## src/rtl/obi_host_arbiter.sv

```systemverilog
// obi_host_arbiter: round-robin sharing of one OBI slave port between NUM_REQ hosts, in-order response routing.
// Define OBI_HOST_ARB_CHECK_EN to build the sticky protocol checker behind err_o.
module obi_host_arbiter #(
    parameter int NUM_REQ         = 2,
    parameter int MAX_OUTSTANDING = 4
) (
    input  logic                  clk_i,
    input  logic                  rst_ni,
    input  logic [NUM_REQ-1:0]    h_req_i,
    input  logic [NUM_REQ-1:0]    h_we_i,
    input  logic [4*NUM_REQ-1:0]  h_be_i,
    input  logic [32*NUM_REQ-1:0] h_addr_i,
    input  logic [32*NUM_REQ-1:0] h_wdata_i,
    output logic [NUM_REQ-1:0]    h_gnt_o,
    output logic [NUM_REQ-1:0]    h_rvalid_o,
    output logic [31:0]           h_rdata_o,
    output logic                  req_o,
    output logic                  we_o,
    output logic [3:0]            be_o,
    output logic [31:0]           addr_o,
    output logic [31:0]           wdata_o,
    input  logic                  gnt_i,
    input  logic                  rvalid_i,
    input  logic [31:0]           rdata_i,
    output logic                  busy_o,
    output logic                  err_o
);
    localparam int IW = $clog2(NUM_REQ);
    localparam int PW = MAX_OUTSTANDING > 1 ? $clog2(MAX_OUTSTANDING) : 1;
    localparam int CW = $clog2(MAX_OUTSTANDING + 1);

    logic [IW-1:0] ptr, lock_idx, winner, sel, idx;
    logic          lock;
    logic [IW-1:0] ids [MAX_OUTSTANDING];
    logic [PW-1:0] head, tail;
    logic [CW-1:0] count;
    logic          full, empty, push, pop;

    // Lowest offset from ptr wins, so iterate downwards and let later hits override.
    always_comb begin
        winner = ptr;
        idx    = '0;
        for (int i = NUM_REQ - 1; i >= 0; i--) begin
            idx = IW'((int'(ptr) + i) % NUM_REQ);
            if (h_req_i[idx]) winner = idx;
        end
    end

    assign sel     = lock ? lock_idx : winner;
    assign full    = count == CW'(MAX_OUTSTANDING);
    assign empty   = count == '0;
    assign req_o   = |h_req_i && !full;
    assign we_o    = req_o && h_we_i[sel];
    assign be_o    = req_o ? h_be_i[4*int'(sel) +: 4] : '0;
    assign addr_o  = req_o ? h_addr_i[32*int'(sel) +: 32] : '0;
    assign wdata_o = req_o ? h_wdata_i[32*int'(sel) +: 32] : '0;
    assign push    = req_o && gnt_i;
    assign pop     = rvalid_i && !empty;
    assign h_gnt_o    = push ? NUM_REQ'(1) << sel : '0;
    assign h_rvalid_o = pop ? NUM_REQ'(1) << ids[head] : '0;
    assign h_rdata_o  = rvalid_i ? rdata_i : '0;
    assign busy_o     = !empty || |h_req_i;

    always_ff @(posedge clk_i or negedge rst_ni) begin
        if (!rst_ni) begin
            ptr      <= '0;
            lock     <= 1'b0;
            lock_idx <= '0;
            head     <= '0;
            tail     <= '0;
            count    <= '0;
        end else begin
            lock <= req_o && !gnt_i;
            if (req_o && !gnt_i) lock_idx <= sel;
            if (push) begin
                ptr  <= sel == IW'(NUM_REQ - 1) ? '0 : sel + 1'b1;
                tail <= tail == PW'(MAX_OUTSTANDING - 1) ? '0 : tail + 1'b1;
            end
            if (pop) head <= head == PW'(MAX_OUTSTANDING - 1) ? '0 : head + 1'b1;
            count <= count + CW'(push) - CW'(pop);
        end
    end

    always_ff @(posedge clk_i) begin
        if (push) ids[tail] <= sel;
    end

`ifdef OBI_HOST_ARB_CHECK_EN
    logic        err_q, viol;
    logic [68:0] held;
    // While locked, sel is the locked host and req_o is high as long as it keeps requesting.
    assign viol = (rvalid_i && empty) ||
                  (lock && (!h_req_i[lock_idx] || {we_o, be_o, addr_o, wdata_o} != held));
    always_ff @(posedge clk_i or negedge rst_ni) begin
        if (!rst_ni) begin
            err_q <= 1'b0;
            held  <= '0;
        end else begin
            err_q <= err_q || viol;
            if (req_o && !gnt_i && !lock) held <= {we_o, be_o, addr_o, wdata_o};
        end
    end
    assign err_o = err_q;
`else
    assign err_o = 1'b0;
`endif
endmodule

```

## config.mk

```make
export PLATFORM = sky130hd
export DESIGN_NAME = obi_host_arbiter
export DESIGN_NICKNAME = d
export VERILOG_FILES = /design/src/rtl/obi_host_arbiter.sv
export SDC_FILE = /design/constraint.sdc
export NUM_CORES = 1
export LEC_CHECK = 0
export BUFFER_PORTS_ARGS = -buffer_cell sky130_fd_sc_hd__buf_2
export CORE_AREA = 3 3 111 113
export CTS_BUF_LIST = sky130_fd_sc_hd__clkbuf_4 sky130_fd_sc_hd__clkbuf_8
export CTS_CLUSTER_DIAMETER = 120
export DETAILED_ROUTE_END_ITERATION = 6
export DIE_AREA = 0 0 114 116
export SETUP_SLACK_MARGIN = 0.02
export SYNTH_ARGS = -nofsm -noshare
export SYNTH_HDL_FRONTEND = slang
export SYNTH_SLANG_ARGS = --single-unit
```

## constraint.sdc

```tcl
create_clock -name clk_i -period 2.4 [get_ports clk_i]
set_input_delay 0.48 -clock clk_i [delete_from_list [all_inputs] [get_ports clk_i]]
set_output_delay 0.48 -clock clk_i [all_outputs]
set_load 0.05 [all_outputs]
```

Yosys cells after proc, flatten, opt, wreduce, memory -nomap -nowiden
Memories as Yosys holds them, arrays and structs flattened.
Cells that the tools add are included.
{"block": "word_totals", "reg_bits": 10, "latch_bits": 0, "ramBits": 4, "rom_bits": 0, "inputBits": 176, "out_inout_bits": 108, "wordCells": 55, "memories": 1}
{"block": "op_classes", "add_sub_neg": 6, "multipliers": 0, "div_mod_pow": 0, "n_lt_le_gt_ge": 3, "n_eq_ne": 3, "shift": 5, "mux": 20, "bitwise_logic": 0, "n_reduce_logical": 11}
{"name": "ids", "depth": 4, "word_bits": 1, "rd": 1, "rd_clocked_by_memory_dff": 0, "write_ports": 1, "line_no": "34", "text": "logic [IW-1:0] ids [MAX_OUTSTANDING];"}
{"cell": "64-bit by 7-bit variable part select with 32-bit output", "n": 2}
{"cell": "32-bit two-way mux", "n": 3}
{"cell": "1-bit two-way mux", "n": 12}
{"cell": "2-bit two-way mux", "n": 4}
{"cell": "8-bit by 4-bit variable part select with 4-bit output", "n": 1}
{"cell": "1-bit by 2-bit less-than comparator with 1-bit output (second input constant)", "n": 3}
{"cell": "1-bit logical AND", "n": 5}
{"cell": "2-bit by 1-bit adder with 2-bit output (second input constant)", "n": 2}
{"cell": "2-bit == test (second input constant)", "n": 2}
{"cell": "4-bit two-way mux", "n": 1}
{"cell": "1-bit by 1-bit left shift with 2-bit output (first input constant)", "n": 2}
{"cell": "3-bit by 1-bit adder with 3-bit output", "n": 1}
{"cell": "3-bit == test (second input constant)", "n": 1}
{"cell": "1-bit logical NOT", "n": 3}
{"cell": "3-bit logical NOT", "n": 1}
{"cell": "3-bit by 1-bit subtractor with 3-bit output", "n": 1}
{"cell": "1-bit adder (second input constant)", "n": 2}
{"cell": "2-bit OR reduction", "n": 1}
{"cell": "1-bit logical OR", "n": 1}

Longest topological paths before layout
Gate-level depths: netlist of the first run.
{"block": "logic_depth", "ltp_word": 9, "ltp_mapped": 9, "ltp_nobuf": 8}

Least setup slack after synthesis of the first run
No wires, ideal clock.
{"block": "synth_timing", "path_kind": "register to output", "start": "reg count[2]", "end": "out wdata_o[31]", "arrival_time_ps": 2166, "t_required_ps": 1920, "slack_ps": -246, "path_stages_with_launch": 6, "n_path_buf": 1, "cell_sequence": "dfrtp_1 nor3b_2 nor2_4 clkbuf_1 nand2_1 o21ai_0"}
{"block": "synth_between", "elab_chain_cells": 4}
{"item": "start, declared", "line_no": "36", "text": "logic [CW-1:0] count;"}
{"item": "start signal, assigned", "line_no": "80", "text": "count <= count + CW'(push) - CW'(pop);"}
{"item": "3-bit == test", "line_no": "50", "text": "assign full = count == CW'(MAX_OUTSTANDING);"}
{"item": "1-bit logical NOT", "line_no": "52", "text": "assign req_o = |h_req_i && !full;"}
{"item": "1-bit logical AND", "line_no": "52"}
{"item": "32-bit two-way mux", "line_no": "56", "text": "assign wdata_o = req_o ? h_wdata_i[32*int'(sel) +: 32] : '0;"}
{"item": "end, declared", "line_no": "21", "text": "output logic [31:0] wdata_o,"}
No other way between the ends.

Worst setup path after layout of the first run
{"block": "layout_timing", "start": "reg count[1]", "end": "out wdata_o[18]"}
The elaborated chain is that of the path after synthesis.

==> results of run 1 <==
[worst max-delay path, stage by stage, from the launching register on]
cell and delay, ns:
dfrtp_2 0.44, nor3b_4 0.38, nor2_4 0.08, buf_12 0.16, buf_12 0.15, nand4_1 0.09, o21ai_1 0.07, buf_2 0.21
[synthesized netlist by cell type (all sizes together)]
master and n:
nor2 6, clkbuf 15, and2 33, fa 1
conb 1, nand2 72, o21ai 70, o31ai 1
a21o 2, or2 1, nor3 3, nand3 1
nand3b 1, a21oi 1, buf 26, dfrtp 10
nand2b 2, and3 4, ha 6, inv 5
mux4 1, edfxtp 4, nor2b 2, nor3b 1
o211ai 1, nand4 69, mux2 2, or4 1
xnor2 2
[metal layers]
| layer | routed length, um | global-route usage (%) | vias to the layer above |
|---|---|---|---|
| li1 | - | - | 1769 |
| met1 | 4358 | 18.04 | 1589 |
| met2 | 5773 | 23.22 | 200 |
| met3 | 1042 | 1.880 | 2 |
| met4 | 32 | 0.2375 | 0 |
| met5 | 0 | 0 | - |
[layout by cell type (no fill, tap or decap), types with 2 or more instances in the layout]
cell type / count
and2_1: 32
buf_2: 227
buf_4: 26
xnor2_1: 2
nand2_2: 2
dfrtp_1: 8
ha_1: 6
o21ai_2: 7
clkbuf_8: 3
edfxtp_1: 4
mux2_2: 2
a21o_1: 2
nand2b_1: 2
dfrtp_2: 2
nor3_1: 3
nor2b_1: 2
nor2_1: 5
o21ai_1: 63
inv_1: 4
nand4_1: 69
buf_12: 10
buf_6: 38
nand2_1: 70
and3_1: 4
nor2_4: 2
clkbuf_16: 2
[how the worst min path moves through the flow]
stage / to / start / slack, ns / depth (start not counted)
6_report: lock_idx / rst_ni / 0.09 / 1
5_1_grt: lock / rst_ni / 0.11 / 1
4_1_cts: lock / rst_ni / 0.10 / 1
3_5_place_dp: ptr / rst_ni / 0.36 / 1
3_3_place_gp: count[1] / rst_ni / 0.37 / 1
2_1_floorplan: count[0] / rst_ni / 0.18 / 0
[layout make-up]
cell class	count	area, um2
inverter	5	18.77
tap	143	178.9
clock inverter	1	3.754
clock buffer	3	41.29
timing repair buffer	303	2009
fill	1207	7131
sequential	14	372.9
multi-input combinational	285	1663
[logic make-up after synthesis]
family | after synthesis | share of synthesized area (%)
buf+inv | 46 | 9.420
simple gates | 196 | 48.02
compound gates | 75 | 18.15
fa+ha+maj | 7 | 4.365
other cells | 1 | 0.1721
xor+xnor | 2 | 0.8043
flops | 14 | 17.00
mux | 3 | 2.068
[through the flow]
| step | total power [uW] | TNS (ns) |
|---|---|---|
| floorplan | 3785 | -1.196 |
| global placement | 4967 | 0 |
| detailed placement | 4969 | 0 |
| CTS | 5179 | 0 |
| global route | 6171 | -0.01371 |
| finish | 5840 | 0 |
[what timing repair did]
item | in CTS | in global routing
pin swaps | 0 | 4
cloned | 0 | 5
hold buffers | 0 | 0
setup endpoints to repair | 1 | 64
resized for setup | 1 | 155
buffers inserted | 0 | 1
[power groups by stage]
stage          Clock [uW]  Sequential, uW  Combinational (uW)
3_3_place_gp            0             452                4510
5_1_grt               211             474                5490
2_1_floorplan           0             426                3360
4_1_cts               202             448                4530
6_report              196             459                5180
3_5_place_dp            0             453                4520
[state kept, by name, indices dropped and copies added, names as in the netlist]
name      count
count         3
tail          2
lock          1
lock_idx      1
ids           4
ptr           1
head          2
==> reports/results.ini, run 1 <==
[finish]
nNetsFinal = 795
drive_above_1_share_pct = 53.85
syn_to_final_growth_pct = 96.84
layoutNonFillerInstCount = 754
antennaDiodeCount = 0
fin_util_pct = 37.55
fin_area_um2 = 4288

[die]
core.rowCount = 39
ios = 284
start_util_pct = 19.08
dieWidth_um = 114
core-area_um2 = 11420
dieArea_um2 = 13220
fp.dieH_um = 116

[grt]
grt_max_degree = 56
grt_pass1_wl_um = 14720
grt_pass1_vias = 3046
grt.total_usage_pct = 13.14
overflow = 0
antenna_found_initial = 0

[setup_path]
worstReg2RegStart = count[0]
crit_type = reg2out
critical_path.startpoint = count[1]
r2r-end = count[2]
cp_max_fo = 30
worstPathArrival_ns = 1.84
worst-r2r-setup-slack_ns = 0.15
endpoint = wdata_o[18]
worstPathRequired_ns = 1.92
end_kind = output pin
critPathLaunchType = flip-flop
ff2ff_path_depth = 7

[flow_run]
cap_viol_max_count = 0

[sta]
setup_viol = 0
max_freq_mhz = 430.9
clock-skew-final_ns = 0.002709
layout_setup_ws_ns = 0.07938
worst_pin_slew_ns = 0.5258
post-route-period-util_pct = 96.69
rsz0062_at_grt = true
fin_crit_ns = 2.321
slew_violations = 0
hold_ws_ns = 0.09386
finalHoldViolations = 0
slew_headroom_pct = 64.74

[power]
pwr-share-seq_pct = 7.9
peakVddDrop_uv = 869.2
power_switching_share_pct = 62.63
p_int_uw = 2182
p_per_area_nw_per_um2 = 1362
p_comb_share_pct = 88.8
clockPowerShare_pct = 3.4
leakage_uw = 0.002291
p_sw_uw = 3657

[clock_tree]
cts_tree = built
cts.sink_count = 14
cts_made_buffers = 3
clk_path_buf_depth = 2
h-tree-depth = 1
clock_latency_ns = 0.24
clk_pin_slew_worst_paths_ns = 0.06
root_buffer = clkbuf_8

[placed_design]
portBuffers = 282
placed_area_um2 = 3835
pre_cts_slack_ns = 0.08674
dp_cells = 744
dpl.hpwl_um = 8065
gpl.final_weighted_congestion = 0.7460

[logic_synthesis]
yosysSeqAreaShare_pct = 17.00
syn_area_per_cell_um2 = 6.332
ys_ff_latch = 14
synthesis.nets = 527
synthDistinctLibCells = 34
yosys_warnings = 0
synth_area_um2 = 2178
synth_top_area_share_pct = 19.82
syn-instance-count = 344
yosysTopAreaCell = nand4_1
synthTopCellsByArea = nand4_1 (20%), o21ai_1 (16%), nand2_1 (12%)

[route]
via_per_inst = 4.721
vias = 3560
routed_wl_um = 11210
ant_nets = 0
wl_per_cell_um = 14.86
drtIter0Drc = 186
firstDrtPassIters = 4
drc_errors = 0

[outcome]
status = finished clean

[min_path]
min_path_type = in2async

(Power assumes the default switching activity.)
==> run 2, diff against run 1 <==
--- a/config.mk
+++ b/config.mk
@@ -6,11 +6,13 @@
 export NUM_CORES = 1
 export LEC_CHECK = 0
 export BUFFER_PORTS_ARGS = -buffer_cell sky130_fd_sc_hd__buf_2
-export CORE_AREA = 3 3 111 113
+export CAP_MARGIN = 20
+export CORE_AREA = 2 2 110 112
 export CTS_BUF_LIST = sky130_fd_sc_hd__clkbuf_4 sky130_fd_sc_hd__clkbuf_8
 export CTS_CLUSTER_DIAMETER = 120
 export DETAILED_ROUTE_END_ITERATION = 6
-export DIE_AREA = 0 0 114 116
+export DIE_AREA = 0 0 112 114
+export RECOVER_POWER = 25
 export SETUP_SLACK_MARGIN = 0.02
 export SYNTH_ARGS = -nofsm -noshare
 export SYNTH_HDL_FRONTEND = slang
==> run 2 against run 1 <==
  * Non-clock buffer count is 3 higher
  * Global-route usage is 0.50 points higher
  * Critical path depth stayed put
  * Design area is 3.9% lower
  * Largest cell class unchanged
==> reports/results.ini, run 2 (same netlist as run 1, synthesis figures left out) <==
[setup_path]
cp_slowest_cell = dfrtp_1
worstPathArrival_ns = 1.86
crit_type = reg2out
cp_max_fo = 12
end_kind = output pin
ff2ff_path_depth = 10
worstReg2RegStart = count[0]
worstPathRequired_ns = 1.92
r2r-end = count[2]
worst-r2r-setup-slack_ns = 0.12
worst_path_largest_cell_delay_ns = 0.40
critPathLaunchType = flip-flop
worstPathCellList = nor3b_2, nor2_4, buf_4, clkbuf_16, nand2_1, o21ai_1, buf_2

[sta]
setup_viol = 0
rsz0062_at_grt = true
clock-skew-final_ns = 0.0009911
slew_violations = 0
post-route-period-util_pct = 97.40
fin_crit_ns = 2.338
worst_pin_slew_ns = 0.5543
max_freq_mhz = 427.8
finalHoldViolations = 0
slew_headroom_pct = 63.04

[placed_design]
gpl.final_weighted_congestion = 0.7923
portBuffers = 282
dpl.hpwl_um = 7804
placed_area_um2 = 3795

[grt]
overflow = 0
grt_pass1_wl_um = 14430
grt_pass1_vias = 2960
antenna_found_initial = 0
grt.total_usage_pct = 13.63
grt_max_degree = 58

[power]
p_int_uw = 1977
leakage_uw = 0.002248
power_switching_share_pct = 64.12
power.total_uw = 5510
p_per_area_nw_per_um2 = 1338
pwr-share-seq_pct = 8.0
peakVddDrop_uv = 638.9
p_sw_uw = 3533
p_comb_share_pct = 88.4
clockPowerShare_pct = 3.5

[clock_tree]
clock_latency_ns = 0.24
clk_pin_slew_worst_paths_ns = 0.06
clk_path_buf_depth = 2
cts_hold_buf = 0
cts_tree = built
cts_made_buffers = 3
h-tree-depth = 1
root_buffer = clkbuf_8
cts.sink_count = 14

[finish]
reg_top3 = ids x4, count x3
syn_to_final_growth_pct = 89.09
nNetsFinal = 797
fin_area_um2 = 4119
final_cell_mix = buf_2 (238), nand2_1 (71), nand4_1 (69), o21ai_1 (67), buf_4 (38)
mostFrequentLayoutCell = buf_2
drive_above_1_share_pct = 52.04
nFillCells = 1262
largest_register_ffs = 4
antennaDiodeCount = 0
regMostFlops = ids

[die]
core-area_um2 = 11710
dieWidth_um = 112
start_util_pct = 18.60
dieArea_um2 = 12770
fp.dieH_um = 114
core.rowCount = 40
ios = 284

[outcome]
status = finished clean

[flow_run]
cap_viol_max_count = 0

[route]
firstDrtPassIters = 4
drtIter0Drc = 149
routed_wl_um = 10510
drc_errors = 0
via_per_inst = 4.670
vias = 3549
wl_per_cell_um = 13.83
ant_nets = 0

[min_path]
min_path_type = in2async

[run 2: worst max-delay path by stage]
stage / slack [ns] / endpoint / start
2_1_floorplan: -0.02 / addr_o[0] / h_req_i[1]
3_3_place_gp: 0.04 / h_gnt_o[0] / h_req_i[1]
3_5_place_dp: 0.04 / h_gnt_o[0] / h_req_i[1]
4_1_cts: 0.02 / wdata_o[21] / count[2]
5_1_grt: -0.01 / we_o / count[2]
6_report: 0.06 / wdata_o[26] / count[2]
[run 2: timing repair]
item,CTS,global route
setup endpoints to repair,26,41
buffers inserted,0,5
gates resized for setup,26,29
pin swaps,0,1
hold endpoints to repair,0,0
cloned,0,4
[run 2: routing by layer]
metal / track usage (%) / wire length, um / up-vias
met4: 2.764 / 201 / 0
met5: 0 / 0 / -
met1: 16.57 / 4040 / 1562
met2: 24.93 / 5351 / 206
met3: 2.922 / 916 / 12
li1: - / - / 1769
[run 2: layout make-up]
cell class | count | area (um2) | share of cell area, %
clock inverters | 1 | 3.754 | 0.09113
clock buffers | 3 | 41.29 | 1.002
multi-input cells | 284 | 1619 | 39.31
repair buffers | 306 | 1882 | 45.69
inverters | 5 | 18.77 | 0.4557
flip-flops and latches | 14 | 370.4 | 8.991
well taps | 147 | 183.9 | 4.465
[run 2: critical path, delay by kind of cell, from the launching register on]
kind / cells / cell delay (ns)
buffers and inverters: 3 / 0.61
DFF: 1 / 0.40
and+or+nand+nor: 3 / 0.48
AOI/OAI and AO/OA: 1 / 0.12
[run 2: through the flow]
stage / TNS, ns / utilization (%) / instances / hold WS, ns / setup slack (ns)
floorplan: -1.196 / - / 344 / 0.1844 / -0.01835
global placement: 0 / 32.40 / 747 / 0.3597 / 0.03983
detailed placement: 0 / 32.40 / 747 / 0.3571 / 0.03824
CTS: 0 / 33.34 / 751 / 0.09589 / 0.02141
global route: -0.02105 / 35.17 / 760 / 0.2419 / -0.01334
finish: 0 / 35.17 / 760 / 0.1951 / 0.06229
[run 2: power by group through the flow]
stage	clock network (uW)	registers [uW]	logic [uW]
floorplan	0	426	3360
detailed placement	0	451	4430
global placement	0	452	4430
global route	216	461	5150
finish	195	442	4870
CTS	201	449	4560
==> run 3, diff against run 2 <==
--- a/config.mk
+++ b/config.mk
@@ -12,7 +12,6 @@
 export CTS_CLUSTER_DIAMETER = 120
 export DETAILED_ROUTE_END_ITERATION = 6
 export DIE_AREA = 0 0 112 114
-export RECOVER_POWER = 25
 export SETUP_SLACK_MARGIN = 0.02
 export SYNTH_ARGS = -nofsm -noshare
 export SYNTH_HDL_FRONTEND = slang
==> run 3 against run 2 <==
  * Clock power is essentially flat
  * Cell count is the same
  * Flip-flop and latch count is the same
  * Hold slack lost 0.10 ns
  * Critical endpoint unchanged
==> reports/results.ini, run 3 (same netlist as run 1, synthesis figures left out) <==
[sta]
max_freq_mhz = 427.9
hold_ws_ns = 0.09106
fin_crit_ns = 2.337
slew_violations = 0
rsz0062_at_grt = true
finalHoldViolations = 0
clock-skew-final_ns = 0.0003714
setup_viol = 0
post-route-period-util_pct = 97.37

[grt]
antenna_found_initial = 0
grt.total_usage_pct = 13.63
grt_max_degree = 58
overflow = 0
grt_pass1_wl_um = 14430
grt_pass1_vias = 2960

[power]
p_per_area_nw_per_um2 = 1337
leakage_uw = 0.002253
peakVddDrop_uv = 639.0

[finish]
drive_above_1_share_pct = 52.69
largest_register_ffs = 4
final_cell_mix = buf_2 (240), nand2_1 (71), nand4_1 (69), o21ai_1 (68), buf_4 (38)
syn_to_final_growth_pct = 89.43
mostFrequentLayoutCell = buf_2
layoutNonFillerInstCount = 760
antennaDiodeCount = 0
reg_top3 = ids x4, count x3
nNetsFinal = 797
regMostFlops = ids

[route]
firstDrtPassIters = 5
drc_errors = 0
ant_nets = 0
vias = 3554
drtIter0Drc = 156
wl_per_cell_um = 13.85
routed_wl_um = 10530
via_per_inst = 4.676

[flow_run]
cap_viol_max_count = 0

[clock_tree]
cts.sink_count = 14
cts_tree = built
clk_pin_slew_worst_paths_ns = 0.06
h-tree-depth = 1
clock_latency_ns = 0.24
clk_path_buf_depth = 2
cts_made_buffers = 3
root_buffer = clkbuf_8

[placed_design]
portBuffers = 282
dpl.hpwl_um = 7804
gpl.final_weighted_congestion = 0.7923
dp_cells = 747

[setup_path]
r2r-end = count[2]
ff2ff_path_depth = 10
cp_max_fo = 12
crit_type = reg2out
worstReg2RegStart = count[0]
critical_path.startpoint = count[2]
critPathLaunchType = flip-flop
worstPathArrival_ns = 1.86
end_kind = output pin
worst-r2r-setup-slack_ns = 0.10
worstPathRequired_ns = 1.92

[die]
dieWidth_um = 112
core.rowCount = 40
start_util_pct = 18.60
fp.dieH_um = 114
dieArea_um2 = 12770
core-area_um2 = 11710
ios = 284

[outcome]
status = finished clean

[min_path]
min_path_type = in2async

[run 3: worst max path at each step]
stage	end	slack, ns	depth (start not counted)
3_5_place_dp	h_gnt_o[0]	0.04	8
5_1_grt	we_o	-0.01	6
3_3_place_gp	h_gnt_o[0]	0.04	8
6_report	wdata_o[26]	0.06	7
2_1_floorplan	addr_o[0]	-0.02	6
4_1_cts	wdata_o[21]	0.02	7
[run 3: stage by stage]
stage	instance area (um2)	power [uW]	setup TNS (ns)	utilization [%]	worst slack (ns)
6_report	4126	5519	0	35.24	0.06309
5_1_grt	4126	5838	-0.04089	35.24	-0.01481
4_1_cts	3905	5209	0	33.34	0.02141
3_5_place_dp	3795	4883	0	32.40	0.03824
3_3_place_gp	3795	4887	0	32.40	0.03983
2_1_floorplan	2187	3785	-1.196	-	-0.01835
[run 3: where the power goes]
group | switching [uW] | leakage [uW] | internal, uW
logic | 3370 | 0.00207 | 1510
registers | 91.1 | 0.000155 | 354
clock network | 81.7 | 0.0000231 | 113
total | 3540 | 0.00225 | 1980
[run 3: worst max-delay path, cell delays in order, from the launching register on]
cell and delay [ns]:
dfrtp_1 0.40, nor3b_2 0.19, nor2_4 0.21, buf_4 0.17, clkbuf_16 0.15, nand2_1 0.07, o21ai_1 0.12, buf_2 0.29
[run 3: routing by layer]
metal	track usage, %	share of wire, %
met5	0	0
met3	2.922	8.7
met4	2.764	1.9
met2	24.93	51
met1	16.57	38
[run 3: layout make-up]
class | count | area (um2)
fillers | 1260 | 7585
multi-input cells | 284 | 1624
clock inverters | 1 | 3.754
clock buffers | 3 | 41.29
inverters | 5 | 18.77
well taps | 147 | 183.9
repair buffers | 306 | 1884
flip-flops and latches | 14 | 370.4
[run 3: what timing repair did]
action	4_1_cts	5_1_grt
hold buffers	0	0
gates cloned	0	4
resized for setup	26	29
pin swaps	0	1
buffers inserted	0	5
setup endpoints to repair	26	41
